--- config.mk ---
export PLATFORM = sky130hd
export DESIGN_NAME = imm_gen_stage
export DESIGN_NICKNAME = d
export VERILOG_FILES = /design/src/rtl/imm_gen_pkg.sv /design/src/rtl/imm_gen_core.sv /design/src/rtl/imm_gen_stage.sv
export SDC_FILE = /design/constraint.sdc
export NUM_CORES = 1
export LEC_CHECK = 0
export BUFFER_PORTS_ARGS = -buffer_cell sky130_fd_sc_hd__buf_2
export CORE_UTILIZATION = 40
export CTS_CLUSTER_SIZE = 16
export DETAILED_ROUTE_END_ITERATION = 10
export GPL_ROUTABILITY_DRIVEN = 0
export PLACE_DENSITY = 0.61
export REMOVE_ABC_BUFFERS = 1
export SYNTH_ARGS = -nofsm -noshare
export SYNTH_HDL_FRONTEND = slang
export SYNTH_SLANG_ARGS = --single-unit
--- constraint.sdc ---
create_clock -name clk -period 5.4 [get_ports clk]
set_clock_uncertainty 0.15 [all_clocks]
set_input_delay 1.35 -clock clk [delete_from_list [all_inputs] [get_ports clk]]
set_output_delay 1.35 -clock clk [all_outputs]
set_load 0.05 [all_outputs]
--- src/rtl/imm_gen_pkg.sv ---
// Shared definitions for the immediate-generation stage: extop encoding and
// the entry layout carried through the stage.
package imm_gen_pkg;

    localparam int EXTOP_W = 3;

    localparam logic [EXTOP_W-1:0] EXT_NONE = 3'd0;
    localparam logic [EXTOP_W-1:0] EXT_R    = 3'd1;
    localparam logic [EXTOP_W-1:0] EXT_I    = 3'd2;
    localparam logic [EXTOP_W-1:0] EXT_S    = 3'd3;
    localparam logic [EXTOP_W-1:0] EXT_B    = 3'd4;
    localparam logic [EXTOP_W-1:0] EXT_U    = 3'd5;
    localparam logic [EXTOP_W-1:0] EXT_J    = 3'd6;
    localparam logic [EXTOP_W-1:0] EXT_Z    = 3'd7;

    localparam int XLEN_MAX  = 64;
    localparam int TAG_W_MAX = 64;

    // Entry layout at the widest configuration; consumers that work at the
    // default XLEN/TAG_W exchange entries in this form.
    typedef struct packed {
        logic [XLEN_MAX-1:0]  imm;
        logic [EXTOP_W-1:0]   extop;
        logic [TAG_W_MAX-1:0] tag;
    } imm_entry_t;

endpackage

--- src/rtl/imm_gen_core.sv ---
// Combinational immediate extractor: instruction bits [31:7] plus a format
// select produce an XLEN-wide immediate. Also used by the branch predictor.
module imm_gen_core
    import imm_gen_pkg::*;
#(
    parameter int XLEN = 64
) (
    input  logic [24:0]        inst,
    input  logic [EXTOP_W-1:0] extop,
    output logic [XLEN-1:0]    imm
);

    // inst[k] of the full instruction lives at inst[k-7] here; inst[24] is the sign bit.
    logic sgn;
    assign sgn = inst[24];

    // Widen a 32-bit signed immediate to XLEN by sign extension.
    function automatic logic [XLEN-1:0] sext32(input logic signed [31:0] v);
        return XLEN'(v);
    endfunction

    // Format decode: each case assembles the 32-bit form, then widens it.
    always_comb begin
        imm = '0;
        case (extop)
            EXT_I:   imm = sext32({{20{sgn}}, inst[24:13]});
            EXT_S:   imm = sext32({{20{sgn}}, inst[24:18], inst[4:0]});
            EXT_B:   imm = sext32({{19{sgn}}, inst[24], inst[0], inst[23:18], inst[4:1], 1'b0});
            EXT_U:   imm = sext32({inst[24:5], 12'b0});
            EXT_J:   imm = sext32({{11{sgn}}, inst[24], inst[12:5], inst[13], inst[23:14], 1'b0});
            EXT_Z:   imm = XLEN'(inst[12:8]);
            default: imm = '0;
        endcase
    end

endmodule

--- src/rtl/imm_gen_stage.sv ---
// Registered, handshaked immediate-generation stage with a 2-entry skid
// buffer (main entry drives the outputs, skid entry absorbs one beat of
// back-pressure). in_ready depends only on registered state.
// Optional: define IMM_GEN_STAGE_ILLEGAL_CHK_EN to add the out_illegal flag.
module imm_gen_stage
    import imm_gen_pkg::*;
#(
    parameter int XLEN  = 64,
    parameter int TAG_W = 64
) (
    input  logic               clk,
    input  logic               rst_n,
    input  logic               in_valid,
    output logic               in_ready,
    input  logic [24:0]        in_inst,
    input  logic [EXTOP_W-1:0] in_extop,
    input  logic [TAG_W-1:0]   in_tag,
    input  logic               flush,
    output logic               out_valid,
    input  logic               out_ready,
    output logic [XLEN-1:0]    out_imm,
    output logic [EXTOP_W-1:0] out_extop,
    output logic [TAG_W-1:0]   out_tag
`ifdef IMM_GEN_STAGE_ILLEGAL_CHK_EN
    ,
    output logic               out_illegal
`endif
);

    if (XLEN != 32 && XLEN != 64) begin : g_bad_xlen
        $error("imm_gen_stage: XLEN must be 32 or 64");
    end

    // Same field layout as imm_entry_t, sized by this instance's parameters.
    typedef struct packed {
        logic [XLEN-1:0]    imm;
        logic [EXTOP_W-1:0] extop;
        logic [TAG_W-1:0]   tag;
    } entry_t;

    // ---- p0: input side, combinational immediate ----
    logic [XLEN-1:0] imm_p0;
    entry_t          new_p0;

    imm_gen_core #(.XLEN(XLEN)) u_core (
        .inst  (in_inst),
        .extop (in_extop),
        .imm   (imm_p0)
    );

    assign new_p0 = '{imm: imm_p0, extop: in_extop, tag: in_tag};

    // ---- p1: registered main and skid entries ----
    entry_t main_p1;
    entry_t skid_p1;
    logic   main_valid_p1;
    logic   skid_valid_p1;

    logic in_fire;
    logic out_fire;
    logic take;
    logic main_from_in;
    logic main_from_skid;
    logic skid_from_in;

    assign in_ready = !skid_valid_p1;

    // Load steering: a flushed input is never taken; the skid refills main first.
    always_comb begin
        in_fire        = in_valid & !skid_valid_p1;
        out_fire       = main_valid_p1 & out_ready;
        take           = in_fire & !flush;
        main_from_skid = out_fire & skid_valid_p1;
        main_from_in   = take & (!main_valid_p1 | (out_fire & !skid_valid_p1));
        skid_from_in   = take & main_valid_p1 & !out_fire;
    end

    // Occupancy flags: flush empties both entries on the next edge.
    always_ff @(posedge clk or negedge rst_n) begin
        if (!rst_n) begin
            main_valid_p1 <= 1'b0;
            skid_valid_p1 <= 1'b0;
        end else if (flush) begin
            main_valid_p1 <= 1'b0;
            skid_valid_p1 <= 1'b0;
        end else begin
            main_valid_p1 <= main_from_in | main_from_skid | (main_valid_p1 & !out_fire);
            skid_valid_p1 <= skid_from_in | (skid_valid_p1 & !out_fire);
        end
    end

    // Entry payloads: main changes only when empty or consumed, so outputs hold under stall.
    always_ff @(posedge clk or negedge rst_n) begin
        if (!rst_n) begin
            main_p1 <= '0;
            skid_p1 <= '0;
        end else begin
            if (main_from_skid) begin
                main_p1 <= skid_p1;
            end else if (main_from_in) begin
                main_p1 <= new_p0;
            end
            if (skid_from_in) begin
                skid_p1 <= new_p0;
            end
        end
    end

    assign out_valid = main_valid_p1;
    assign out_imm   = main_p1.imm;
    assign out_extop = main_p1.extop;
    assign out_tag   = main_p1.tag;

`ifdef IMM_GEN_STAGE_ILLEGAL_CHK_EN
    logic ill_p0;
    logic main_ill_p1;
    logic skid_ill_p1;

    assign ill_p0 = in_valid & (in_extop == EXT_NONE);

    // Illegal flag follows its entry through main/skid and dies with it on flush.
    always_ff @(posedge clk or negedge rst_n) begin
        if (!rst_n) begin
            main_ill_p1 <= 1'b0;
            skid_ill_p1 <= 1'b0;
        end else if (flush) begin
            main_ill_p1 <= 1'b0;
            skid_ill_p1 <= 1'b0;
        end else begin
            if (main_from_skid) begin
                main_ill_p1 <= skid_ill_p1;
            end else if (main_from_in) begin
                main_ill_p1 <= ill_p0;
            end
            if (skid_from_in) begin
                skid_ill_p1 <= ill_p0;
            end
        end
    end

    assign out_illegal = main_ill_p1;
`endif

endmodule
==> metrics, run 1 <==
status finished, final reports clean; DR DRC count 0; Crit path arrival time between 3000 and 4000 ps; first-pass GRT wire length 35740 um; Tightest Pin Transition 1124 ps; Syn-to-layout area delta 17.88%; Antenna diodes 0; Final Hold Fails 0; Most Used Layer, Global Route met2; number of synthesized flops with an enable pin 0; synthesized cell area around 0.009 mm^2; fmax between 300 and 400 MHz; library cells used by synthesis 36; die area 0.02303 mm^2; Tot Pwr 4.939 mW; Final Cycle Share 58.55%; Worst setup EP type register; Worst EP required 5590 ps; commonest non-fill, non-tap cell in the layout nand2_1; Port-buffer cells 229; commonest cells after routing, fill and taps aside 392 x nand2_1, 228 x buf_2, 200 x dfrtp_1, 91 x nor2_1, 69 x a31oi_1; Final #Nets 1279; FF+latch area 0.005005 mm^2; filler instances around 2200; critical path launch point type input pin; RSZ-0062 raised after global routing no; Power Density between 400 and 500 mW/mm^2; vias per cell 5.071; DRT iter0 DRCs 426; P_leak 5.270 nW; GRT Residual Overflow 0; minimum clock period about 3200 ps; layout cell share with drive strength beyond 1 24.12%; clock slew at reported path FFs 70 ps; Die H 151.8 um; Final Core Density about half; Post-CTS Hold Buffers 0; Max Slew Vio Count 0; Crit Path Max Fanout 100; # setup viols final 0; Placed Instances 1443; fin cells around 1500; Cell Rows between 50 and 60; Final TNS setup 0 ps; Yosys top cell by area dfrtp_1; gr usage total 19.89%; largest net degree at the start of global routing 106; clk buf depth 2; initial antenna violation count 0; Die X 151.8 um; met2 Resource Use GR 30.91%; Post-synth ARST share 100.0%; drt total wl 22690 um; Global Route met3 Usage 3.982%; Worst IR Drop VDD 0.3000 mV; Post-synth top flop dfrtp_1; DPL Wire Length 14130 um; Cells after Synth roughly 1000; Hold Crit Class reg -> reg; Syn Area/Cell roughly 8.7 um^2; Root Driver clkbuf_16; Resize count post-CTS 0; Synth top area share between 50% and 60%; H-tree lvl count 4; Post-CTS Setup Bufs 0; clock sinks 200; flops & latches, synth 200; via count 7474; Core ar. 0.02189 mm^2; I/O Pins 230; WL per Instance 15.39 um; Starting Density 40.99%; sequential area share after synthesis 55.78%; slew margin rel. 24.73%; Worst-Skew Late Latency 430 ps; CTS tree yes; area taken by multi-input logic gates 0.003390 mm^2; CTS buffer count 17; Antenna Nets Post-Route 0; MaxCap Viol Count 0; worst hold slack 325.0 ps; First-pass DRT Iterations 5; critical path class in -> reg; dominant cells by area after synthesis dfrtp_1 56%, nand2_1 16%, a31oi_1 4.8%; met1 GRT Util 28.13%; number of global-route vias before repair 6674; YS warnings 0
[state kept, by name, summed over array words and instances (netlist names)]
signal	cells
out_tag	64
out_imm	32
out_valid	1
skid_p1	99
skid_valid_p1	1
out_extop	3
[metrics by stage]
stage                     instance area [um^2]  worst slack [ps]
after floorplan                           8369             -6228
after global placement                   10020              1925
after detailed placement                 10020              1817
after CTS                                10580              2276
after global routing                     10580              2099
final                                    10580              2238
[layout make-up]
cell class	instances	share of cell area, %
flip-flops and latches	200	47.32
multi-input cells	719	32.05
repair buffers	240	11.94
clock buffers	19	4.188
well taps	280	3.312
clock inverters	12	1.053
inverters	4	0.1420
[worst max-delay path, cell delays in order]
cell     delay (ps)
buf_2           140
and2_1          290
o22a_4          920
buf_12          330
nor2_1           70
a31oi_1         160
[cells in the mapped netlist, types with 11 or more instances]
| library cell | number |
|---|---|
| a211oi_1 | 11 |
| a21oi_1 | 39 |
| a31oi_1 | 69 |
| buf_2 | 26 |
| buf_4 | 33 |
| clkbuf_1 | 35 |
| dfrtp_1 | 200 |
| mux2_2 | 11 |
| nand2_1 | 393 |
| nand3_1 | 12 |
| nor2_1 | 91 |
| o21ai_0 | 39 |
[cells by family (layout without fill, tap and decap cells)]
group,Yosys count,after routing,share of synthesized area (%)
DFF,200,200,55.78
muxes,12,12,1.492
buffers and inverters,111,275,6.889
xor gates and xnor gates,1,1,0.09763
AOI/OAI and AO/OA,195,195,13.53
and+or+nand+nor,511,511,22.21
[report_power, final]
part	switching, mW	internal, mW	total (mW)
Clock	0.599	0.617	1.22
Sequential	0.196	1.85	2.05
Combinational	1.27	0.400	1.67
[layer usage]
| metal | vias to the layer above | wire length [um] |
|---|---|---|
| li1 | 3684 | - |
| met1 | 3561 | 10760 |
| met2 | 216 | 10340 |
| met3 | 13 | 1354 |
| met4 | 0 | 227 |
| met5 | - | 0 |
[final timing paths]
check | startpoint | to | slack [ps] | cells after the start
min in group asynchronous | rst_n | out_tag[6]$_DFFE_PN0P_ | 850 | 1
worst min-delay path | skid_p1[22]$_DFFE_PN0P_ | skid_p1[22]$_DFFE_PN0P_ | 320 | 2
max in group asynchronous | rst_n | out_tag[29]$_DFFE_PN0P_ | 3060 | 2
worst max register to register | out_valid$_DFF_PN0_ | out_tag[9]$_DFFE_PN0P_ | 2830 | 5
worst min register to register | skid_p1[22]$_DFFE_PN0P_ | skid_p1[22]$_DFFE_PN0P_ | 320 | 2
worst max-delay path | out_ready | out_tag[9]$_DFFE_PN0P_ | 2240 | 6
(Power assumes the default switching activity.)
==> run 2: changes to the inputs <==
Clock period 5.4 ns to 3.25 ns, I/O delays scaled along.
==> metrics, run 2 (same netlist as run 1, synthesis figures left out) <==
layout cell share with drive strength beyond 1 24.65% (+0.53 points); first-pass GRT wire length 35730 um (about the same); Final TNS setup 0 ps (unchanged); Crit-path slowest cell dfrtp_1; P_leak 5.350 nW (+1.5%); Crit path arrival time 1570 ps (-1780 ps); worst path cell trace buf_2; post-route worst setup slack 718.0 ps (-1520 ps); fmax 395.0 MHz; I/O Pins 230 (unchanged); First-pass DRT Iterations 5 (unchanged); Root Driver clkbuf_16; Resize count post-CTS 0 (unchanged); Slowest Stage Delay on Critical Path 750 ps (-170 ps); pre-CTS setup slack 671.7 ps (-1145 ps); vias per cell 5.024 (-0.91%); DPL Wire Length 14680 um (+3.9%); # setup viols final 0 (unchanged); largest net degree at the start of global routing 94 (-11%); RSZ-0062 raised after global routing no; critical path launch point type register; DRT iter0 DRCs 537 (+26%); Tightest Pin Transition 631.8 ps (-492.4 ps); drt total wl 23220 um (+2.4%); kind of cell adding the most delay to the critical path flip-flops; Syn-to-layout area delta 19.62%; Post-CTS Hold Buffers 0 (unchanged); critical path class reg -> out; Final Hold Fails 0 (unchanged); Core ar. 0.02189 mm^2 (unchanged); GRT Residual Overflow 0 (unchanged); Worst Path Buf+Inv 1 (-1); gr usage total 20.19% (+0.31 points); Final Cycle Share 77.91%; clock sinks 200 (unchanged); Port-buffer cells 229 (unchanged); CTS tree yes; via count 7446 (-0.37%); slew margin rel. 57.88% (+33 points); Most flops, register skid_p1; H-tree lvl count 4 (unchanged); Worst-Skew Late Latency 440 ps (about the same); CTS buffer count 17 (unchanged); Antenna Nets Post-Route 0 (unchanged); Die H 151.8 um (unchanged); MaxCap Viol Count 0 (unchanged); Final #Nets 1285 (+0.47%); Cell Rows 54 (unchanged); clk buf depth 2 (unchanged); Max Slew Vio Count 0 (unchanged); Hold Crit Class in -> async; initial antenna violation count 1 (+1); Post-Layout Inst Area 0.01073 mm^2 (+1.5%); Largest register FFs 99 (unchanged); Power Density 781.5 mW/mm^2 (+67%); placed cell areas 0.01013 mm^2 (+1.1%); DR DRC count 0 (unchanged); Post-CTS Setup Bufs 0 (unchanged); Crit Path Max Fanout 34 (-66%); commonest non-fill, non-tap cell in the layout nand2_1; worst hold slack 114.7 ps (-210.3 ps); number of global-route vias before repair 6678 (+0.060%); Worst IR Drop VDD 0.4846 mV (+62%); WL per Instance 15.67 um (+1.8%); Starting Density 40.99% (unchanged); Worst setup EP type output port; minimum clock period about 2500 ps; Worst EP required 2290 ps (-3300 ps); status finished, final reports clean; commonest cells after routing, fill and taps aside 392 x nand2_1, 228 x buf_2, 200 x dfrtp_1, 91 x nor2_1, 69 x a31oi_1; die area 0.02303 mm^2 (unchanged); clock slew at reported path FFs 90 ps (+20 ps); Die X 151.8 um (unchanged); Tot Pwr 8.387 mW (+70%)
[run 2: cell count changes in the layout (fill, tap and decap cells not counted), sizes merged]
cell,delta
buf,+6
inv,+4
bufinv,+1
diode,+1
clkinvlp,-3
clkinv,+1
clkbuf,-2
[run 2: final cells by class]
| type | instances | area [um^2] |
|---|---|---|
| tap | 280 | 350.3 |
| multi-input combinational | 719 | 3390 |
| inverter | 4 | 15.01 |
| clock buffer | 17 | 425.4 |
| timing repair buffer | 246 | 1370 |
| sequential | 200 | 5005 |
| fill | 2138 | 11160 |
| antenna | 1 | 2.502 |
| clock inverter | 15 | 175.2 |
[run 2: path summary, 6_finish.rpt]
check                                         from                 endpoint  slack [ps]  cells after the start
hold reg to reg            skid_p1[15]$_DFFE_PN0P_  skid_p1[15]$_DFFE_PN0P_         320                      2
min in group clk           skid_p1[15]$_DFFE_PN0P_  skid_p1[15]$_DFFE_PN0P_         320                      2
setup reg to reg           skid_valid_p1$_DFF_PN0_   skid_p1[0]$_DFFE_PN0P_        1150                      5
setup / recovery           out_imm[62]$_DFFE_PN0P_              out_imm[57]         720                      1
hold / removal                               rst_n  out_tag[25]$_DFFE_PN0P_         110                      1
max in group asynchronous                    rst_n  skid_p1[58]$_DFFE_PN0P_        2060                      2
[run 2: where the power goes]
part	switching, mW	internal (mW)
sequential	0.332	3.08
clock	1.07	1.11
combinational	2.12	0.676
[run 2: stage by stage]
stage          util, %  instances
4_1_cts          49.02       1481
5_1_grt          49.02       1481
6_report         49.03       1482
3_3_place_gp     46.27       1449
2_1_floorplan        -        923
3_5_place_dp     46.27       1449
[run 2: routing by layer]
metal	part of all wire [%]	global-route usage [%]
met5	0	0
met4	0.70	4.307
met3	5.7	4.581
met2	46	32.50
met1	47	27.76
